### src/rtl/nn_smoothgrad_multi_if.sv
// Bus bundle for the multi-channel smoothing-gradient integrator.
// The master side drives gradient events and configuration and reads back
// the parameter values and per-channel status.
interface nn_smoothgrad_multi_if #(
    parameter int N  = 8,
    parameter int M  = 4,
    parameter int RW = 8
);
    logic           en;
    logic [M-1:0]   in_ss;
    logic [M-1:0]   sign;
    logic [M*N-1:0] out_init;
    logic [RW-1:0]  resistance;
    logic           mode;
    logic [M*N-1:0] out;
    logic [M-1:0]   upd_pos;
    logic [M-1:0]   upd_neg;
    logic [M-1:0]   sat_hi;
    logic [M-1:0]   sat_lo;

    modport master (
        output en, in_ss, sign, out_init, resistance, mode,
        input  out, upd_pos, upd_neg, sat_hi, sat_lo
    );

    modport slave (
        input  en, in_ss, sign, out_init, resistance, mode,
        output out, upd_pos, upd_neg, sat_hi, sat_lo
    );
endinterface

### src/rtl/nn_smoothgrad_multi.sv
// Multi-channel stochastic parameter integrator.
// Each channel keeps an N-bit parameter and two event counters. A parameter
// moves by one LSB only after more than RESISTANCE same-sign events have been
// seen; in cancellation mode an event first consumes a pending opposite-sign
// count. Parameters saturate at [MINVAL, MAXVAL] and never wrap.
module nn_smoothgrad_multi #(
    parameter int            N      = 8,
    parameter int            M      = 4,
    parameter int            RW     = 8,
    parameter logic [N-1:0]  MAXVAL = {N{1'b1}},
    parameter logic [N-1:0]  MINVAL = '0
) (
    input  logic                   clk,
    input  logic                   init,
    nn_smoothgrad_multi_if.slave   bus
);

    // Per-channel architectural state.
    logic [N-1:0]  val_q   [M];
    logic [RW-1:0] cp_q    [M];
    logic [RW-1:0] cn_q    [M];
    logic [M-1:0]  upd_pos_q;
    logic [M-1:0]  upd_neg_q;

    // Next-state candidates assuming EN=1 and no INIT.
    logic [N-1:0]  val_d   [M];
    logic [RW-1:0] cp_d    [M];
    logic [RW-1:0] cn_d    [M];
    logic [M-1:0]  upd_pos_d;
    logic [M-1:0]  upd_neg_d;

    // Loaded values are forced into the legal parameter range.
    function automatic logic [N-1:0] clamp_load(input logic [N-1:0] v);
        if (v > MAXVAL) begin
            return MAXVAL;
        end
        if (v < MINVAL) begin
            return MINVAL;
        end
        return v;
    endfunction

    // Per-channel event rules: saturation guard, optional cancellation,
    // then either a step (count reached) or a count increment.
    always_comb begin
        for (int i = 0; i < M; i++) begin
            // NOTE: every output of this block gets a default first so that
            // no path leaves it unassigned, which would infer a latch.
            val_d[i]     = val_q[i];
            cp_d[i]      = cp_q[i];
            cn_d[i]      = cn_q[i];
            upd_pos_d[i] = 1'b0;
            upd_neg_d[i] = 1'b0;

            if (bus.in_ss[i]) begin
                if (!bus.sign[i]) begin
                    if (val_q[i] == MAXVAL) begin
                        // Positive event at the top bound is discarded.
                    end else if (bus.mode && (cn_q[i] != '0)) begin
                        cn_d[i] = cn_q[i] - 1'b1;
                    end else if (cp_q[i] >= bus.resistance) begin
                        val_d[i]     = val_q[i] + 1'b1;
                        cp_d[i]      = '0;
                        upd_pos_d[i] = 1'b1;
                    end else begin
                        // Cannot overflow: cp < resistance <= 2^RW-1 here.
                        cp_d[i] = cp_q[i] + 1'b1;
                    end
                end else begin
                    if (val_q[i] == MINVAL) begin
                        // Negative event at the bottom bound is discarded.
                    end else if (bus.mode && (cp_q[i] != '0)) begin
                        cp_d[i] = cp_q[i] - 1'b1;
                    end else if (cn_q[i] >= bus.resistance) begin
                        val_d[i]     = val_q[i] - 1'b1;
                        cn_d[i]      = '0;
                        upd_neg_d[i] = 1'b1;
                    end else begin
                        cn_d[i] = cn_q[i] + 1'b1;
                    end
                end
            end
        end
    end

    // State registers: INIT loads and clears, EN=0 freezes, else advance.
    always_ff @(posedge clk) begin
        // NOTE: all sequential state uses non-blocking assignments so every
        // register samples the pre-edge values regardless of statement order.
        if (init) begin
            // NOTE: the counter arrays are cleared explicitly on INIT; a
            // stale partial count would otherwise leak into the next run.
            for (int i = 0; i < M; i++) begin
                val_q[i] <= clamp_load(bus.out_init[i*N +: N]);
                cp_q[i]  <= '0;
                cn_q[i]  <= '0;
            end
            upd_pos_q <= '0;
            upd_neg_q <= '0;
        end else if (!bus.en) begin
            upd_pos_q <= '0;
            upd_neg_q <= '0;
        end else begin
            for (int i = 0; i < M; i++) begin
                val_q[i] <= val_d[i];
                cp_q[i]  <= cp_d[i];
                cn_q[i]  <= cn_d[i];
            end
            upd_pos_q <= upd_pos_d;
            upd_neg_q <= upd_neg_d;
        end
    end

    // Output packing and saturation flags, straight off the registers.
    for (genvar g = 0; g < M; g++) begin : g_chan
        assign bus.out[g*N +: N] = val_q[g];
        assign bus.sat_hi[g]     = (val_q[g] == MAXVAL);
        assign bus.sat_lo[g]     = (val_q[g] == MINVAL);
    end

    assign bus.upd_pos = upd_pos_q;
    assign bus.upd_neg = upd_neg_q;

endmodule

### src/flat_wrapper.sv
// flat-port wrapper written by rule: the top's interface ports become plain ports
module nn_smoothgrad_multi_flat 
#(
    parameter int            N      = 8,
    parameter int            M      = 4,
    parameter int            RW     = 8,
    parameter logic [N-1:0]  MAXVAL = {N{1'b1}},
    parameter logic [N-1:0]  MINVAL = '0
)
  (clk, init, bus_en, bus_in_ss, bus_sign, bus_out_init, bus_resistance, bus_mode, bus_out, bus_upd_pos, bus_upd_neg, bus_sat_hi, bus_sat_lo);
  nn_smoothgrad_multi_if #(.N(N), .M(M), .RW(RW)) bus_i ();
  input  logic clk;
  input  logic init;
  input wire logic [$bits(bus_i.en)-1:0] bus_en;
  input wire logic [$bits(bus_i.in_ss)-1:0] bus_in_ss;
  input wire logic [$bits(bus_i.sign)-1:0] bus_sign;
  input wire logic [$bits(bus_i.out_init)-1:0] bus_out_init;
  input wire logic [$bits(bus_i.resistance)-1:0] bus_resistance;
  input wire logic [$bits(bus_i.mode)-1:0] bus_mode;
  output wire logic [$bits(bus_i.out)-1:0] bus_out;
  output wire logic [$bits(bus_i.upd_pos)-1:0] bus_upd_pos;
  output wire logic [$bits(bus_i.upd_neg)-1:0] bus_upd_neg;
  output wire logic [$bits(bus_i.sat_hi)-1:0] bus_sat_hi;
  output wire logic [$bits(bus_i.sat_lo)-1:0] bus_sat_lo;
  assign bus_i.en = bus_en;
  assign bus_i.in_ss = bus_in_ss;
  assign bus_i.sign = bus_sign;
  assign bus_i.out_init = bus_out_init;
  assign bus_i.resistance = bus_resistance;
  assign bus_i.mode = bus_mode;
  assign bus_out = bus_i.out;
  assign bus_upd_pos = bus_i.upd_pos;
  assign bus_upd_neg = bus_i.upd_neg;
  assign bus_sat_hi = bus_i.sat_hi;
  assign bus_sat_lo = bus_i.sat_lo;
  nn_smoothgrad_multi #(.N(N), .M(M), .RW(RW), .MAXVAL(MAXVAL), .MINVAL(MINVAL)) u_core (.clk(clk), .init(init), .bus(bus_i));
endmodule
### config.mk
export PLATFORM = sky130hd
export DESIGN_NAME = nn_smoothgrad_multi_flat
export DESIGN_NICKNAME = d
export VERILOG_FILES = /design/src/rtl/nn_smoothgrad_multi_if.sv /design/src/rtl/nn_smoothgrad_multi.sv /design/src/flat_wrapper.sv
export SDC_FILE = /design/constraint.sdc
export NUM_CORES = 1
export LEC_CHECK = 0
export CORE_MARGIN = 2
export CORE_UTILIZATION = 50
export CTS_CLUSTER_SIZE = 28
export DETAILED_ROUTE_END_ITERATION = 6
export PLACE_DENSITY = 0.78
export SLEW_MARGIN = 40
export SYNTH_ARGS = -nofsm -noshare
export SYNTH_HDL_FRONTEND = slang
export SYNTH_SLANG_ARGS = --single-unit
### constraint.sdc
create_clock -name clk -period 8.1 [get_ports clk]
set_clock_uncertainty 0.1 [all_clocks]
set_input_delay 2.43 -clock clk [delete_from_list [all_inputs] [get_ports clk]]
set_output_delay 2.43 -clock clk [all_outputs]
set_load 0.005 [all_outputs]
Word-level counts from Yosys, hierarchy flattened --
Memories as Yosys holds them, arrays and structs flattened. Index checks and enable logic that the tools add are counted.
Operators by class: add/sub/neg operators 24, equal/unequal tests 4, muxes and demuxes 153, bitwise logic cells 21, reduce and logical (&&, ||, !) cells 28, magnitude comparators 16
Operators with widths (count):
- $mux W8 | 120
- $add A8 B1 Y8 const B | 12
- $sub A8 B1 Y8 const B | 12
- $ge A8 B8 Y1 | 8
- $reduce_bool A8 Y1 | 8
- $reduce_or A6 Y1 | 8
- $mux W1 | 33
- $eq A8 B8 Y1 const B | 4
- $gt A8 B8 Y1 const B | 4
- $logic_not A8 Y1 | 4
- $lt A8 B1 Y1 const B | 4
- $or A1 B1 Y1 | 12
- $not A1 Y1 | 9
- $logic_and A1 B1 Y1 | 8
Storage, ports and cells: memories kept 3, input bits 52, bits in writable memories 96, register bits after elaboration 8, word-level logic and storage cells 257
Memory list:
- u_core.cn_q | words 4, bits a word 8, rd ports 4, clocked after memory_dff 0, wr ports 4, RTL line nn_smoothgrad_multi.sv:21 | logic [RW-1:0] cn_q [M];
- u_core.cp_q | words 4, bits a word 8, rd ports 4, clocked after memory_dff 0, wr ports 4, RTL line nn_smoothgrad_multi.sv:20 | logic [RW-1:0] cp_q [M];
- u_core.val_q | words 4, bits a word 8, rd ports 4, clocked after memory_dff 0, wr ports 4, RTL line nn_smoothgrad_multi.sv:19 | logic [N-1:0] val_q [M];

Logic depth before layout (Yosys ltp) --
word-level depth 9, mapped depth 9, gate-level depth less buffers 8

Worst setup path after synthesis --
No wires, ideal clock.
kind input to register, from in bus_resistance[6], to mem u_core.val_q[2][0], in the netlist u_core.val_q[0][16], enable pin, slack 3183 ps, data arrival time 4422 ps, stages 8, library setup time 395 ps, path through inv_1 -> ha_1 -> and3_1 -> a221o_1 -> a31oi_1 -> and2_1 -> buf_4 -> nor4_1
RTL lines:
- start, declared | RTL line flat_wrapper.sv:18 | input wire logic [$bits(bus_i.resistance)-1:0] bus_resistance;
- end, declared | RTL line nn_smoothgrad_multi.sv:19

==> flow_summary.json <==
{
  "use_met3_pct": 3.92,
  "cts-hold-fix-buffers": 0,
  "path_clk_slew_ns": 0.08,
  "drv_cap": 0,
  "postRouteWirelength_um": 24100,
  "die_y_um": 140,
  "port-buffer-count": 99,
  "drc_errors": 0,
  "status": "complete, no violations",
  "clockBufferDepth": 2,
  "start_kind": "primary input",
  "syn_avg_cell_area_sq_um": 8.74,
  "rsz0062_at_grt": "false",
  "clock_sinks": 104,
  "grt_use_met2_pct": 38.2,
  "std_cell_rows": 49,
  "layout-drive-gt1-share_pct": 3.27,
  "max_slew.worst_pin.slew_ns": 0.825,
  "coreArea_sq_mm": 0.0180,
  "grt_max_degree": 75,
  "htreeDepth": 3,
  "die_x_um": 140,
  "synth-async-reset-ratio_pct": 0,
  "grt_first_pass_wirelength_um": 38400,
  "vias": 8433,
  "hold_start": "u_core.cp_q[0][0]$_SDFFCE_PN0P_",
  "finalHoldViolCount": 0,
  "max-vdd-ir-drop_v": 0.000111,
  "stdcell_count": 1360,
  "cts_tree": "done",
  "drt_iter0_drc": 937,
  "antenna_found_initial": 0,
  "synthToLayoutAreaGrowth_pct": 15.7,
  "start_util_pct": 51.1,
  "relSlewSlack_pct": 44.8,
  "die_area_sq_mm": 0.0195,
  "viasPerCell": 6.20,
  "min_period_ns": 5.29,
  "met1_usage_pct": 33.9,
  "yosys_warnings": 0,
  "postCtsSetupBuffers": 0,
  "maxSlewViolCount": 0,
  "synth_top_area_share_pct": 31.3,
  "ant_nets": 0,
  "gp_congestion": 0.931,
  "ys_seq_area_share_pct": 33.1,
  "finalSetupViolCount": 0,
  "nNetsFinal": 1294,
  "track_usage_pct": 24.1,
  "drtPass1Iterations": 7,
  "power_density_mw_per_mm2": 166,
  "tns_ns": 0,
  "dp.cells": 1344,
  "required_ns": 8.09,
  "io-pin-count": 100,
  "numCtsBuffers": 9,
  "crit-reg2reg-launch": "u_core.cp_q[2][2]$_SDFFCE_PN0P_",
  "synthTopCellsByArea": "edfxtp_1 31%, ha_1 15%, nand2_1 4.7%",
  "clock_latency_ns": 0.37,
  "crit_arrival_ns": 5.28,
  "synth_top_area_cell": "edfxtp_1",
  "clock.fmax_mhz": 189,
  "synth_area_sq_mm": 0.00921,
  "postCtsResizedCells": 0,
  "cp-startpoint": "bus_en",
  "diodes": 0,
  "routedWlPerCell_um": 17.7,
  "grt-ovfl-total": 0,
  "grt_pass1_vias": 7590,
  "synthCells": 1053,
  "synth_fp_nets": 1221,
  "end_kind": "flop",
  "hold_path_class": "flop to flop",
  "path_class": "primary input to flop",
  "crit_fanout": 12,
  "ys.flop_type": "edfxtp_1",
  "synth_edf_count": 96,
  "ys_ff_latch": 104,
  "p_leak_uw": 0.00421,
  "hpwlAfterDp_um": 18000,
  "yosysUniqueCellTypes": 74,
  "finalCritPeriodShare_pct": 65.3,
  "grt.busiest_layer": "met2",
  "root_buffer": "clkbuf_16"
}
## worst max-delay path, stage by stage
cell             delay (ns)
clkdlybuf4s50_1        0.72
and2b_1                0.53
nand2_1                0.35
nor3_2                 0.72
nand2_1                0.18
and3_1                 0.34
## path summary, 6_finish.rpt
| path | endpoint | slack [ns] | depth (start not counted) |
|---|---|---|---|
| worst max-delay path | u_core.val_q[0][30]$_DFFE_PP_ | 2.81 | 6 |
| worst min register to register | u_core.cp_q[0][0]$_SDFFCE_PN0P_ | 0.58 | 1 |
| worst max register to register | u_core.cn_q[0][19]$_SDFFCE_PN0P_ | 5.26 | 5 |
| worst min-delay path | u_core.cp_q[0][0]$_SDFFCE_PN0P_ | 0.58 | 1 |
## state kept, by name (all words and copies together) (netlist names)
signal and flops:
u_core.cp_q 32, u_core.bus.upd_pos 4, u_core.val_q 32, u_core.cn_q 32
u_core.bus.upd_neg 4
## cells by family after synthesis
group,Yosys count,share of synthesized area [%]
flip-flops,104,33.1
AND/OR/NAND/NOR,404,21.8
AO/OA/AOI/OAI,271,18.9
multiplexers,3,0.326
XOR/XNOR,56,5.33
buffers and inverters,99,4.54
adder cells (fa/ha/maj),116,16.1
## cells in the final DEF (no fill, tap or decap), types with 7 or more instances in the layout
cell type and n:
nor3_1 21, a31oi_1 20, clkbuf_16 9, and3_1 25, inv_1 60, nand4_1 16
nor2b_1 14, dfxtp_1 8, o22ai_1 16, a211oi_1 13, xnor2_1 24, nand2_1 115
xor2_1 32, nor2_1 80, a21oi_1 68, ha_1 112, and2_1 9, o21ai_0 63
edfxtp_1 96, clkdlybuf4s50_1 98, o21a_1 19, o31ai_1 9, a21o_1 13, nand3_1 58
nor4_1 13, a32oi_1 7
## per-layer routing
layer,up-vias,part of all wire [%]
li1,4073,-
met1,3951,45
met2,374,46
met3,35,7.4
met4,0,1.7
met5,-,0
## power by group
group / internal (uW) / leakage, uW / switching (uW)
registers: 670 / 0.00104 / 106
clock network: 219 / 0.000141 / 234
logic: 247 / 0.00303 / 287
total: 1140 / 0.00421 / 628
## cell type report
type	instances	area, sq um
sequential	104	3040
fill	1572	7380
tap	229	287
timing repair buffer	100	993
clock buffer	9	225
multi-input combinational	850	5800
clock inverter	7	73.8
inverter	61	229
## per-stage QoR
| step | cell area [sq um] | util, % | power, uW | hold WS, ns | setup WS [ns] |
|---|---|---|---|---|---|
| global route | 10600 | 59.1 | 1870 | 0.604 | 2.72 |
| finish | 10600 | 59.1 | 1760 | 0.577 | 2.81 |
| detailed placement | 10300 | 57.4 | 1310 | 0.563 | 2.48 |
| global placement | 10300 | 57.2 | 1290 | 0.555 | 2.42 |
| floorplan | 9210 | - | 1120 | 0.509 | 3.18 |
| CTS | 10600 | 59.1 | 1760 | 0.574 | 2.87 |
## synth_stat cells, drive strengths merged, types with 13 or more instances
library cell,n
nor4,14
nand2,116
a211oi,13
inv,60
nand3,59
xor2,32
a31oi,20
nand4,16
o21ai,63
nor2b,14
ha,112
and3,27
buf,14
o21a,19
nor2,81
a21oi,68
xnor2,24
a21o,13
o22ai,16
nor3,27
edfxtp,96
clkbuf,24
Power figures use the tool's default switching activity.
